File: src/rtl/wb_mon_pkg.sv
// wb_mon_pkg: shared definitions for the Wishbone B4 pipelined slave protocol monitor.
//   - NUM_CHECKS and the CHK_* bit indices of the violation vector
//   - mon_state_e : bus activity state {IDLE, ACTIVE, WAIT}
//   - wb_req_t    : request snapshot captured during a stalled strobe
//   - lowest_index: index of the lowest set bit of a check vector
`timescale 1ns/1ps
package wb_mon_pkg;

  localparam int NUM_CHECKS    = 7;
  localparam int CHK_ACK_ERR   = 0;
  localparam int CHK_SPURIOUS  = 1;
  localparam int CHK_TIMEOUT   = 2;
  localparam int CHK_OVERFLOW  = 3;
  localparam int CHK_STB_NOCYC = 4;
  localparam int CHK_ABORT     = 5;
  localparam int CHK_STALL_CHG = 6;

  // Snapshot fields are sized for the widest supported bus. Narrower buses
  // zero-extend into them, so one struct type serves every parametrisation.
  localparam int WB_ADR_MAX = 64;
  localparam int WB_DAT_MAX = 256;
  localparam int WB_SEL_MAX = 32;

  typedef enum logic [1:0] {
    ST_IDLE   = 2'd0,
    ST_ACTIVE = 2'd1,
    ST_WAIT   = 2'd2
  } mon_state_e;

  typedef struct packed {
    logic [WB_ADR_MAX-1:0] adr;
    logic                  we;
    logic [WB_SEL_MAX-1:0] sel;
    logic [WB_DAT_MAX-1:0] dat;
  } wb_req_t;

  // Lowest set index wins, so simultaneous violations report deterministically.
  function automatic logic [2:0] lowest_index(input logic [NUM_CHECKS-1:0] v);
    logic [2:0] idx;
    idx = 3'd0;
    for (int i = NUM_CHECKS - 1; i >= 0; i--) begin
      if (v[i]) begin
        idx = 3'(i);
      end else begin
        idx = idx;
      end
    end
    return idx;
  endfunction

endpackage

File: src/rtl/wb_mon_sat_counter.sv
// wb_mon_sat_counter: up-counter that saturates at all-ones.
//   clk, rst_n : clock and asynchronous active-low reset
//   clr        : synchronous clear, wins over inc
//   inc        : increment request
//   cnt        : registered count
`timescale 1ns/1ps
module wb_mon_sat_counter #(
  parameter int WIDTH = 16
) (
  input  logic             clk,
  input  logic             rst_n,
  input  logic             clr,
  input  logic             inc,
  output logic [WIDTH-1:0] cnt
);

  // Count register: clear first, then saturating increment.
  always_ff @(posedge clk or negedge rst_n) begin
    if (!rst_n) begin
      cnt <= {WIDTH{1'b0}};
    end else if (clr) begin
      cnt <= {WIDTH{1'b0}};
    end else if (inc && (cnt != {WIDTH{1'b1}})) begin
      cnt <= cnt + {{(WIDTH-1){1'b0}}, 1'b1};
    end else begin
      cnt <= cnt;
    end
  end

endmodule

File: src/rtl/wb_slave_protocol_monitor.sv
// wb_slave_protocol_monitor: passive Wishbone B4 pipelined-mode checker.
// It observes a slave's bus and raises registered, sticky violation flags.
//   clk_i, rst_ni        : clock, asynchronous active-low reset
//   cyc_i..sel_i         : observed master signals
//   ack_o, err_o, stall_o: observed slave responses (inputs here)
//   check_en_i           : per-check enable
//   clear_i              : clears flags, first-violation record and counters
//   viol_o, viol_pulse_o : sticky flags, pulse on any newly set flag
//   first_id_o/vld_o     : first violation since the last clear
//   outstanding_o        : accepted-but-unanswered requests
//   ack_cnt_o, err_cnt_o : saturating response counters
`timescale 1ns/1ps
module wb_slave_protocol_monitor
  import wb_mon_pkg::*;
#(
  parameter int ADDR_WIDTH      = 16,
  parameter int DATA_WIDTH      = 32,
  parameter int GRANULE         = 8,
  parameter int MAX_OUTSTANDING = 4,
  parameter int TIMEOUT_CYCLES  = 16,
  parameter int CNT_WIDTH       = 16
) (
  input  logic                                     clk_i,
  input  logic                                     rst_ni,
  input  logic                                     cyc_i,
  input  logic                                     stb_i,
  input  logic                                     we_i,
  input  logic [ADDR_WIDTH-1:0]                    adr_i,
  input  logic [DATA_WIDTH-1:0]                    dat_i,
  input  logic [DATA_WIDTH/GRANULE-1:0]            sel_i,
  input  logic                                     ack_o,
  input  logic                                     err_o,
  input  logic                                     stall_o,
  input  logic [NUM_CHECKS-1:0]                    check_en_i,
  input  logic                                     clear_i,
  output logic [NUM_CHECKS-1:0]                    viol_o,
  output logic                                     viol_pulse_o,
  output logic [2:0]                               first_id_o,
  output logic                                     first_vld_o,
  output logic [$clog2(MAX_OUTSTANDING+1)-1:0]     outstanding_o,
  output logic [CNT_WIDTH-1:0]                     ack_cnt_o,
  output logic [CNT_WIDTH-1:0]                     err_cnt_o
);

  localparam int OUT_W = $clog2(MAX_OUTSTANDING + 1);
  localparam int TMO_W = $clog2(TIMEOUT_CYCLES);
  localparam logic [OUT_W-1:0] OUT_ZERO = {OUT_W{1'b0}};
  localparam logic [OUT_W-1:0] OUT_ONE  = OUT_W'(1);
  localparam logic [OUT_W-1:0] OUT_MAX  = OUT_W'(MAX_OUTSTANDING);
  localparam logic [TMO_W-1:0] TMO_LAST = TMO_W'(TIMEOUT_CYCLES - 1);

  mon_state_e            state_r;
  logic [OUT_W-1:0]      out_r;
  logic [OUT_W-1:0]      out_next_s;
  logic                  stall_pend_r;
  wb_req_t               snap_r;
  wb_req_t               cur_req_s;
  logic [NUM_CHECKS-1:0] viol_r;
  logic [NUM_CHECKS-1:0] hit_s;
  logic [NUM_CHECKS-1:0] new_s;
  logic [NUM_CHECKS-1:0] viol_next_s;
  logic                  pulse_r;
  logic [2:0]            first_id_r;
  logic [2:0]            first_id_next_s;
  logic                  first_vld_r;
  logic                  first_vld_next_s;
  logic                  accept_s;
  logic                  resp_s;
  logic                  req_chg_s;
  logic                  tmo_hit_s;
  logic                  tmo_clr_s;
  logic [TMO_W-1:0]      tmo_cnt_s;

  // Bus decode, outstanding update, check evaluation and flag/first-id next state.
  always_comb begin
    accept_s = cyc_i & stb_i & ~stall_o;
    resp_s   = cyc_i & (ack_o | err_o);

    // Clamping keeps the count meaningful after a protocol error; the
    // offending event itself is reported by SPURIOUS or OVERFLOW.
    if (!cyc_i) begin
      out_next_s = OUT_ZERO;
    end else if (accept_s && !resp_s) begin
      out_next_s = (out_r == OUT_MAX) ? out_r : (out_r + OUT_ONE);
    end else if (resp_s && !accept_s) begin
      out_next_s = (out_r == OUT_ZERO) ? out_r : (out_r - OUT_ONE);
    end else begin
      out_next_s = out_r;
    end

    // The timer restarts after each expiry so a hung slave keeps re-flagging.
    tmo_hit_s = ~resp_s & (out_r != OUT_ZERO) & (tmo_cnt_s == TMO_LAST);
    tmo_clr_s = resp_s | (out_r == OUT_ZERO) | tmo_hit_s;

    cur_req_s.adr = WB_ADR_MAX'(adr_i);
    cur_req_s.we  = we_i;
    cur_req_s.sel = WB_SEL_MAX'(sel_i);
    cur_req_s.dat = WB_DAT_MAX'(dat_i);
    req_chg_s = (cur_req_s.adr != snap_r.adr) | (cur_req_s.we != snap_r.we) |
                (cur_req_s.sel != snap_r.sel) |
                (snap_r.we & (cur_req_s.dat != snap_r.dat));

    hit_s                = {NUM_CHECKS{1'b0}};
    hit_s[CHK_ACK_ERR]   = ack_o & err_o;
    hit_s[CHK_SPURIOUS]  = resp_s & (out_r == OUT_ZERO) & ~accept_s;
    hit_s[CHK_TIMEOUT]   = tmo_hit_s;
    hit_s[CHK_OVERFLOW]  = accept_s & (out_r == OUT_MAX) & ~resp_s;
    hit_s[CHK_STB_NOCYC] = stb_i & ~cyc_i;
    // WAIT is only reachable with cyc_i high last cycle, so this is a falling cyc_i.
    hit_s[CHK_ABORT]     = (state_r == ST_WAIT) & ~cyc_i;
    hit_s[CHK_STALL_CHG] = stall_pend_r & stb_i & req_chg_s;
    hit_s                = hit_s & check_en_i;

    // A violation coinciding with clear_i survives the clear.
    if (clear_i) begin
      new_s       = hit_s;
      viol_next_s = hit_s;
    end else begin
      new_s       = hit_s & ~viol_r;
      viol_next_s = viol_r | hit_s;
    end

    if (clear_i) begin
      first_vld_next_s = |hit_s;
      first_id_next_s  = lowest_index(hit_s);
    end else if (!first_vld_r && (|new_s)) begin
      first_vld_next_s = 1'b1;
      first_id_next_s  = lowest_index(new_s);
    end else begin
      first_vld_next_s = first_vld_r;
      first_id_next_s  = first_id_r;
    end
  end

  // Bus activity FSM; it follows the outstanding count it will hold next cycle.
  always_ff @(posedge clk_i or negedge rst_ni) begin
    if (!rst_ni) begin
      state_r <= ST_IDLE;
    end else begin
      case (state_r)
        ST_IDLE, ST_ACTIVE, ST_WAIT: begin
          if (!cyc_i) begin
            state_r <= ST_IDLE;
          end else if (out_next_s == OUT_ZERO) begin
            state_r <= ST_ACTIVE;
          end else begin
            state_r <= ST_WAIT;
          end
        end
        default: begin
          state_r <= ST_IDLE;
        end
      endcase
    end
  end

  // Outstanding count, stall snapshot and violation reporting registers.
  always_ff @(posedge clk_i or negedge rst_ni) begin
    if (!rst_ni) begin
      out_r        <= OUT_ZERO;
      stall_pend_r <= 1'b0;
      snap_r       <= {$bits(wb_req_t){1'b0}};
      viol_r       <= {NUM_CHECKS{1'b0}};
      pulse_r      <= 1'b0;
      first_id_r   <= 3'd0;
      first_vld_r  <= 1'b0;
    end else begin
      out_r        <= out_next_s;
      stall_pend_r <= cyc_i & stb_i & stall_o;
      snap_r       <= cur_req_s;
      viol_r       <= viol_next_s;
      pulse_r      <= |new_s;
      first_id_r   <= first_id_next_s;
      first_vld_r  <= first_vld_next_s;
    end
  end

  wb_mon_sat_counter #(.WIDTH(CNT_WIDTH)) u_ack_cnt (
    .clk   (clk_i),
    .rst_n (rst_ni),
    .clr   (clear_i),
    .inc   (resp_s & ack_o),
    .cnt   (ack_cnt_o)
  );

  wb_mon_sat_counter #(.WIDTH(CNT_WIDTH)) u_err_cnt (
    .clk   (clk_i),
    .rst_n (rst_ni),
    .clr   (clear_i),
    .inc   (resp_s & err_o),
    .cnt   (err_cnt_o)
  );

  wb_mon_sat_counter #(.WIDTH(TMO_W)) u_tmo_cnt (
    .clk   (clk_i),
    .rst_n (rst_ni),
    .clr   (tmo_clr_s),
    .inc   (1'b1),
    .cnt   (tmo_cnt_s)
  );

  assign viol_o        = viol_r;
  assign viol_pulse_o  = pulse_r;
  assign first_id_o    = first_id_r;
  assign first_vld_o   = first_vld_r;
  assign outstanding_o = out_r;

endmodule

File: config.mk
export PLATFORM = sky130hd
export DESIGN_NAME = wb_slave_protocol_monitor
export DESIGN_NICKNAME = d
export VERILOG_FILES = /design/src/rtl/wb_mon_pkg.sv /design/src/rtl/wb_mon_sat_counter.sv /design/src/rtl/wb_slave_protocol_monitor.sv
export SDC_FILE = /design/constraint.sdc
export NUM_CORES = 1
export LEC_CHECK = 0
export CORE_UTILIZATION = 51
export CTS_BUF_LIST = sky130_fd_sc_hd__clkbuf_8
export DETAILED_ROUTE_END_ITERATION = 12
export PLACE_DENSITY = 0.82
export SLEW_MARGIN = 10
export SYNTH_ARGS = -nofsm -noshare
export SYNTH_HDL_FRONTEND = slang
export SYNTH_SLANG_ARGS = --single-unit
export TNS_END_PERCENT = 5
File: constraint.sdc
create_clock -name clk_i -period 3.3 [get_ports clk_i]
set_input_delay 0.33 -clock clk_i [delete_from_list [all_inputs] [get_ports clk_i]]
set_output_delay 0.33 -clock clk_i [all_outputs]
set_load 0.03 [all_outputs]
==> results of run 1 <==
-- logic make-up (layout without fill, tap and decap cells) --
| group | Yosys count | in the layout | share of synthesized area, % |
|---|---|---|---|
| adders and majority gates | 6 | 6 | 1.57 |
| AOI/OAI and AO/OA | 52 | 52 | 7.88 |
| DFF | 107 | 107 | 55.8 |
| xor gates and xnor gates | 81 | 81 | 14.8 |
| and+or+nand+nor | 151 | 151 | 16.6 |
| muxes | 5 | 5 | 1.15 |
| buffers and inverters | 25 | 152 | 2.14 |
-- critical path, cell delays in order (launching register included) --
cell,delay (ns)
dfrtp_1,0.40
inv_1,0.12
ha_1,0.21
nand2b_1,0.17
or4b_4,0.61
o22ai_2,0.23
a2111o_1,0.22
a21oi_4,0.10
o31ai_2,0.08
mux2_4,0.32
-- path summary, 6_finish.rpt --
| kind | start | endpoint | slack, ns | cells after the start |
|---|---|---|---|---|
| max | outstanding_o[0] | first_id_o[0] | 0.73 | 9 |
| min | rst_ni | snap_r[8] | 0.06 | 1 |
| max reg2reg | outstanding_o[0] | first_id_o[0] | 0.73 | 9 |
| min reg2reg | u_tmo_cnt.cnt[0] | u_tmo_cnt.cnt[0] | 0.51 | 1 |
| max in group asynchronous | rst_ni | snap_r[5] | 2.53 | 2 |
| min in group clk_i | adr_i[14] | snap_r[303] | 0.44 | 1 |
-- cell type report --
cell class,count,area [sq um],share of cell area [%]
Sequential cell,107,2680,42.5
Multi-Input combinational cell,295,2010,32.0
Timing Repair Buffer,117,1170,18.6
Clock buffer,11,151,2.41
Tap cell,111,139,2.21
Inverter,19,71.3,1.13
Clock inverter,5,66.3,1.05
-- state kept, by name, summed over array words and instances, names as in the netlist, 2 cells and up --
signal         flops
u_ack_cnt.cnt     16
viol_o             7
snap_r            53
u_tmo_cnt.cnt      4
state_r            2
u_err_cnt.cnt     16
outstanding_o      3
first_id_o         3
-- power by group --
part / switching [mW] / total (mW) / internal, mW
Sequential: 0.0345 / 1.40 / 1.36
Clock: 0.444 / 0.847 / 0.403
Combinational: 0.180 / 0.366 / 0.186
-- metal layers --
metal  up-vias  share of wire [%]
li1       1707                  -
met2       102                 49
met3        16                5.9
met1      1724                 44
met4         0                1.5
met5         -                  0
-- placed cells by master, fill, tap and decap left out, types with 6 or more instances in the layout --
| master | netlist | routed |
|---|---|---|
| a21oi_1 | 12 | 12 |
| nor2_1 | 49 | 49 |
| nand4_1 | 21 | 21 |
| clkbuf_8 | 0 | 11 |
| ha_1 | 6 | 6 |
| xor2_1 | 13 | 13 |
| nand2_1 | 22 | 22 |
| dfrtp_1 | 107 | 107 |
| inv_1 | 19 | 19 |
| or3_1 | 6 | 6 |
| nand3_1 | 16 | 16 |
| nor3_1 | 8 | 8 |
| o21ai_0 | 16 | 16 |
| xnor2_1 | 68 | 68 |
| clkdlybuf4s50_1 | 0 | 113 |
==> results.sh, run 1 <==
export IMPL_status="complete, no violations"
export IMPL_routed_wl_microns=10700
export IMPL_synth_nets=501
export IMPL_pre_cts_slack_ns=0.440
export IMPL_max_freq_mhz=389
export IMPL_ctsHoldBuffers=0
export IMPL_dpl_hpwl_microns=7920
export IMPL_io_pins=115
export IMPL_worst_pin_slew_ns=0.850
export IMPL_port_buffers=114
export IMPL_synthTopCellsByArea="dfrtp_1 (56%), xnor2_1 (12%), nor2_1 (3.8%), nand4_1 (2.7%), xor2_1 (2.4%)"
export IMPL_synth_top_flop_cell="dfrtp_1"
export IMPL_synth_top_area_share_pct=55.8
export IMPL_viasPerCell=5.34
export IMPL_crit_path_end_kind="register"
export IMPL_syn_instance_count=427
export IMPL_clock_sinks=107
export IMPL_insertion_delay_ns=0.36
export IMPL_report_final_slew_viol_count=0
export IMPL_die_h_microns=99.0
export IMPL_rsz0062_at_grt="false"
export IMPL_post_route_util_pct=68.8
export IMPL_initial_core_util_pct=52.4
export IMPL_setup_tns_ns=0
export IMPL_die_width_microns=99.0
export IMPL_synth_edf_count=0
export IMPL_layout_drive_gt1_share_pct=5.78
export IMPL_grt_overflow=0
export IMPL_drv_cap=0
export IMPL_synth_top_area_cell="dfrtp_1"
export IMPL_critPathKind="reg2reg"
export IMPL_cp_start_kind="register"
export IMPL_ys_warn_count=0
export IMPL_num_fill_cells=685
export IMPL_netlist_area_sq_um=4790
export IMPL_ys_async_sr_fraction_pct=100
export IMPL_grt_pass1_vias=3718
export IMPL_syn_avg_cell_area_sq_um=11.2
export IMPL_areaGrowthSynthToFinish_pct=31.3
export IMPL_netlist_top_cells_count="dfrtp_1 (107), xnor2_1 (68), nor2_1 (49)"
export IMPL_fin_skew_ns=0.0155
export IMPL_dr_total_vias=3549
export IMPL_tritoncts="yes"
export IMPL_placedCellCount=649
export IMPL_fin_crit_ns=2.57
export IMPL_drt_initial_drc_count=190
export IMPL_ys_types=52
export IMPL_ir_worst_vdd_uv=345
export IMPL_antenna_cells=0
export IMPL_cp_max_fo=6
export IMPL_htreeDepth=3
export IMPL_core_area_sq_um=9150
export IMPL_final_nets=623
export IMPL_final_area_sq_um=6290
export IMPL_finalCritPeriodShare_pct=78.0
export IMPL_path_clk_slew_ns=0.10
export IMPL_grt_first_pass_wirelength_microns=17400
export IMPL_grt_antenna_before_repair=0
export IMPL_postRouteAntennaNets=0
export IMPL_power_mw=2.61
export IMPL_place_area_sq_um=6080
export IMPL_setup_violations=0
export IMPL_grt_util_met2_pct=39.3
export IMPL_p_leak_nw=2.58
export IMPL_cp_arrival_ns=2.82
export IMPL_yosysMostFrequentCell="dfrtp_1"
export IMPL_wl_per_cell_microns=16.0
export IMPL_finalHoldViolCount=0
export IMPL_ys_ff_latch=107
export IMPL_dr_pass1_iters=4
export IMPL_row_count=35
export IMPL_clk_path_buf_depth=2
export IMPL_grt_usage_pct=22.6
export IMPL_gp_congestion=0.878
export IMPL_use_met1_pct=27.1
export IMPL_whs_ns=0.0636
export IMPL_postCtsSetupBuffers=0
export IMPL_yosysSeqAreaShare_pct=55.8
export IMPL_cts_buffers=9
export IMPL_grt_busiest_layer="met2"
export IMPL_worst_hold_path_type="in2async"
export IMPL_cts_resized=0
export IMPL_power_density_nw_per_um2=415
export IMPL_required_ns=3.55
export IMPL_setup_slack_ns=0.726
export IMPL_cts_root_buf="clkbuf_8"
export IMPL_grtUsageMet3_pct=5.60
export IMPL_grt_max_degree=68
export IMPL_stdcell_count=665
export IMPL_max_slew_margin_pct=43.3
export IMPL_remaining_drc_errors=0
export IMPL_die_area_sq_um=9790
Power figures use the tool's default switching activity.
==> run 2, diff against run 1 <==
--- a/config.mk
+++ b/config.mk
@@ -5,10 +5,10 @@
 export SDC_FILE = /design/constraint.sdc
 export NUM_CORES = 1
 export LEC_CHECK = 0
-export CORE_UTILIZATION = 51
+export CORE_UTILIZATION = 46
 export CTS_BUF_LIST = sky130_fd_sc_hd__clkbuf_8
 export DETAILED_ROUTE_END_ITERATION = 12
-export PLACE_DENSITY = 0.82
+export PLACE_DENSITY = 0.78
 export SLEW_MARGIN = 10
 export SYNTH_ARGS = -nofsm -noshare
 export SYNTH_HDL_FRONTEND = slang
==> constraint.sdc (replaced) <==
create_clock -name clk_i -period 2.3 [get_ports clk_i]
set_input_delay 0.23 -clock clk_i [delete_from_list [all_inputs] [get_ports clk_i]]
set_output_delay 0.23 -clock clk_i [all_outputs]
set_load 0.03 [all_outputs]
==> results.sh, run 2 (synthesis gave the netlist of run 1 again) <==
export IMPL_rsz0062_at_grt="true"
export IMPL_r2r_setup_slack_ns=0.04
export IMPL_path_clk_slew_ns=0.11
export IMPL_drt_initial_drc_count=137
export IMPL_final_nets=660
export IMPL_finalHoldViolCount=0
export IMPL_hold_path_startpoint="dat_i[5]"
export IMPL_cts_buffers=9
export IMPL_dr_pass1_iters=4
export IMPL_drv_cap=0
export IMPL_placedCellCount=702
export IMPL_grt_antenna_before_repair=0
export IMPL_die_width_microns=104
export IMPL_insertion_delay_ns=0.37
export IMPL_grt_max_degree=48
export IMPL_clk_path_buf_depth=2
export IMPL_mostFrequentLayoutCells="clkdlybuf4s50_1 (113), dfrtp_1 (105), xnor2_1 (68)"
export IMPL_gp_congestion=0.874
export IMPL_layout_cells_most_common="clkdlybuf4s50_1"
export IMPL_setup_tns_ns=0
export IMPL_port_buffers=114
export IMPL_worst_pin_slew_ns=0.591
export IMPL_clock_sinks=107
export IMPL_largest_reg_flops=53
export IMPL_cp_start_kind="register"
export IMPL_antenna_cells=0
export IMPL_reg_top3="snap_r (53), u_ack_cnt.cnt (16), u_err_cnt.cnt (16)"
export IMPL_required_ns=2.56
export IMPL_max_slew_margin_pct=60.6
export IMPL_rr_endpoint="first_id_o[0]"
export IMPL_tritoncts="yes"
export IMPL_wl_per_cell_microns=15.3
export IMPL_layout_drive_gt1_share_pct=12.9
export IMPL_stdcell_count=724
export IMPL_dr_total_vias=3686
export IMPL_finalCritPeriodShare_pct=98.2
export IMPL_worst_hold_path_type="in2reg"
export IMPL_p_leak_nw=2.74
export IMPL_ir_worst_vdd_uv=312
export IMPL_hold_path_end="snap_r[5]"
export IMPL_place_area_sq_um=6370
export IMPL_report_final_slew_viol_count=0
export IMPL_grt_overflow=0
export IMPL_top_register="snap_r"
export IMPL_setup_violations=0
export IMPL_areaGrowthSynthToFinish_pct=38.2
export IMPL_crit_path_end_kind="register"
export IMPL_routed_wl_microns=11100
export IMPL_grt_pass1_vias=3794
export IMPL_post_route_util_pct=66.6
export IMPL_die_h_microns=104
export IMPL_grt_usage_pct=21.3
export IMPL_cts_root_buf="clkbuf_8"
export IMPL_grt_first_pass_wirelength_microns=18400
export IMPL_final_area_sq_um=6630
export IMPL_critPathKind="reg2reg"
export IMPL_fin_crit_ns=2.26
export IMPL_hold_depth=1
export IMPL_power_density_nw_per_um2=552
export IMPL_initial_core_util_pct=48.2
export IMPL_htreeDepth=3
export IMPL_cp_max_fo=5
export IMPL_viasPerCell=5.09
export IMPL_cp_arrival_ns=2.51
export IMPL_max_freq_mhz=443
export IMPL_remaining_drc_errors=0
export IMPL_power_mw=3.66
export IMPL_fin_skew_ns=0.0159
export IMPL_reg2regPathDepth=9
export IMPL_rr_startpoint="outstanding_o[0]"
export IMPL_row_count=36
export IMPL_io_pins=115
export IMPL_postRouteAntennaNets=0
export IMPL_status="complete, no violations"
export IMPL_die_area_sq_um=10800
export IMPL_dpl_hpwl_microns=8160
export IMPL_core_area_sq_um=9950
==> run 2: timing repair <==
action | CTS | global route
hold buffers | 1 | 0
hold endpoints to repair | 45 | 0
gates resized for setup | 0 | 6
setup endpoints to repair | 0 | 8
setup buffers | 0 | 5
==> run 2: stage by stage <==
step	hold slack (ns)	setup WS (ns)
after floorplan	-0.0656	-0.0221
after global placement	0.266	-0.142
after detailed placement	0.275	-0.176
after CTS	0.324	0.00387
after global routing	0.315	-0.0303
final	0.349	0.0422
==> run 2: cell type report <==
type / instances / area (sq um)
well taps: 133 / 166
flip-flops and latches: 107 / 2680
repair buffers: 154 / 1460
clock inverters: 7 / 58.8
clock buffers: 9 / 124
multi-input cells: 295 / 2070
inverters: 19 / 73.8
fillers: 767 / 3330
==> run 2: worst max path at each step <==
stage                           from                end  slack [ns]  cells past startpoint
global placement             stall_o      first_id_o[0]       -0.14                      8
detailed placement             stb_i      first_id_o[0]       -0.18                      8
floorplan           outstanding_o[0]      first_id_o[0]       -0.02                      9
finish              outstanding_o[0]      first_id_o[0]        0.04                      9
CTS                 outstanding_o[0]      first_id_o[0]       0.004                      9
global route        u_ack_cnt.cnt[5]  u_ack_cnt.cnt[11]       -0.03                      7
==> run 2: worst max-delay path: stages (launching register included) <==
cell and delay [ns]:
dfrtp_2 0.44, inv_4 0.08, ha_4 0.15, nand2b_4 0.07, or4b_4 0.54, o22ai_4 0.17
a2111o_1 0.19, a21oi_4 0.09, o31ai_4 0.09, mux2_4 0.32
==> run 2: report_power, final <==
group          internal, mW  switching, mW
registers              1.96         0.0523
clock network         0.411          0.668
logic                 0.303          0.269
==> run 2: layer usage <==
metal	routed length (microns)	vias to the layer above	GRT usage [%]
met5	0	-	0
met4	175	0	7.04
met3	626	16	6.02
met2	5230	108	33.5
met1	5020	1779	28.4
li1	-	1783	-
==> run 3, diff against run 2 <==
--- a/config.mk
+++ b/config.mk
@@ -7,6 +7,7 @@
 export LEC_CHECK = 0
 export CORE_UTILIZATION = 46
 export CTS_BUF_LIST = sky130_fd_sc_hd__clkbuf_8
+export CTS_CLUSTER_SIZE = 24
 export DETAILED_ROUTE_END_ITERATION = 12
 export PLACE_DENSITY = 0.78
 export SLEW_MARGIN = 10
==> results of run 3 <==
No change in the layout: final DEF, timing and power equal those of run 2.
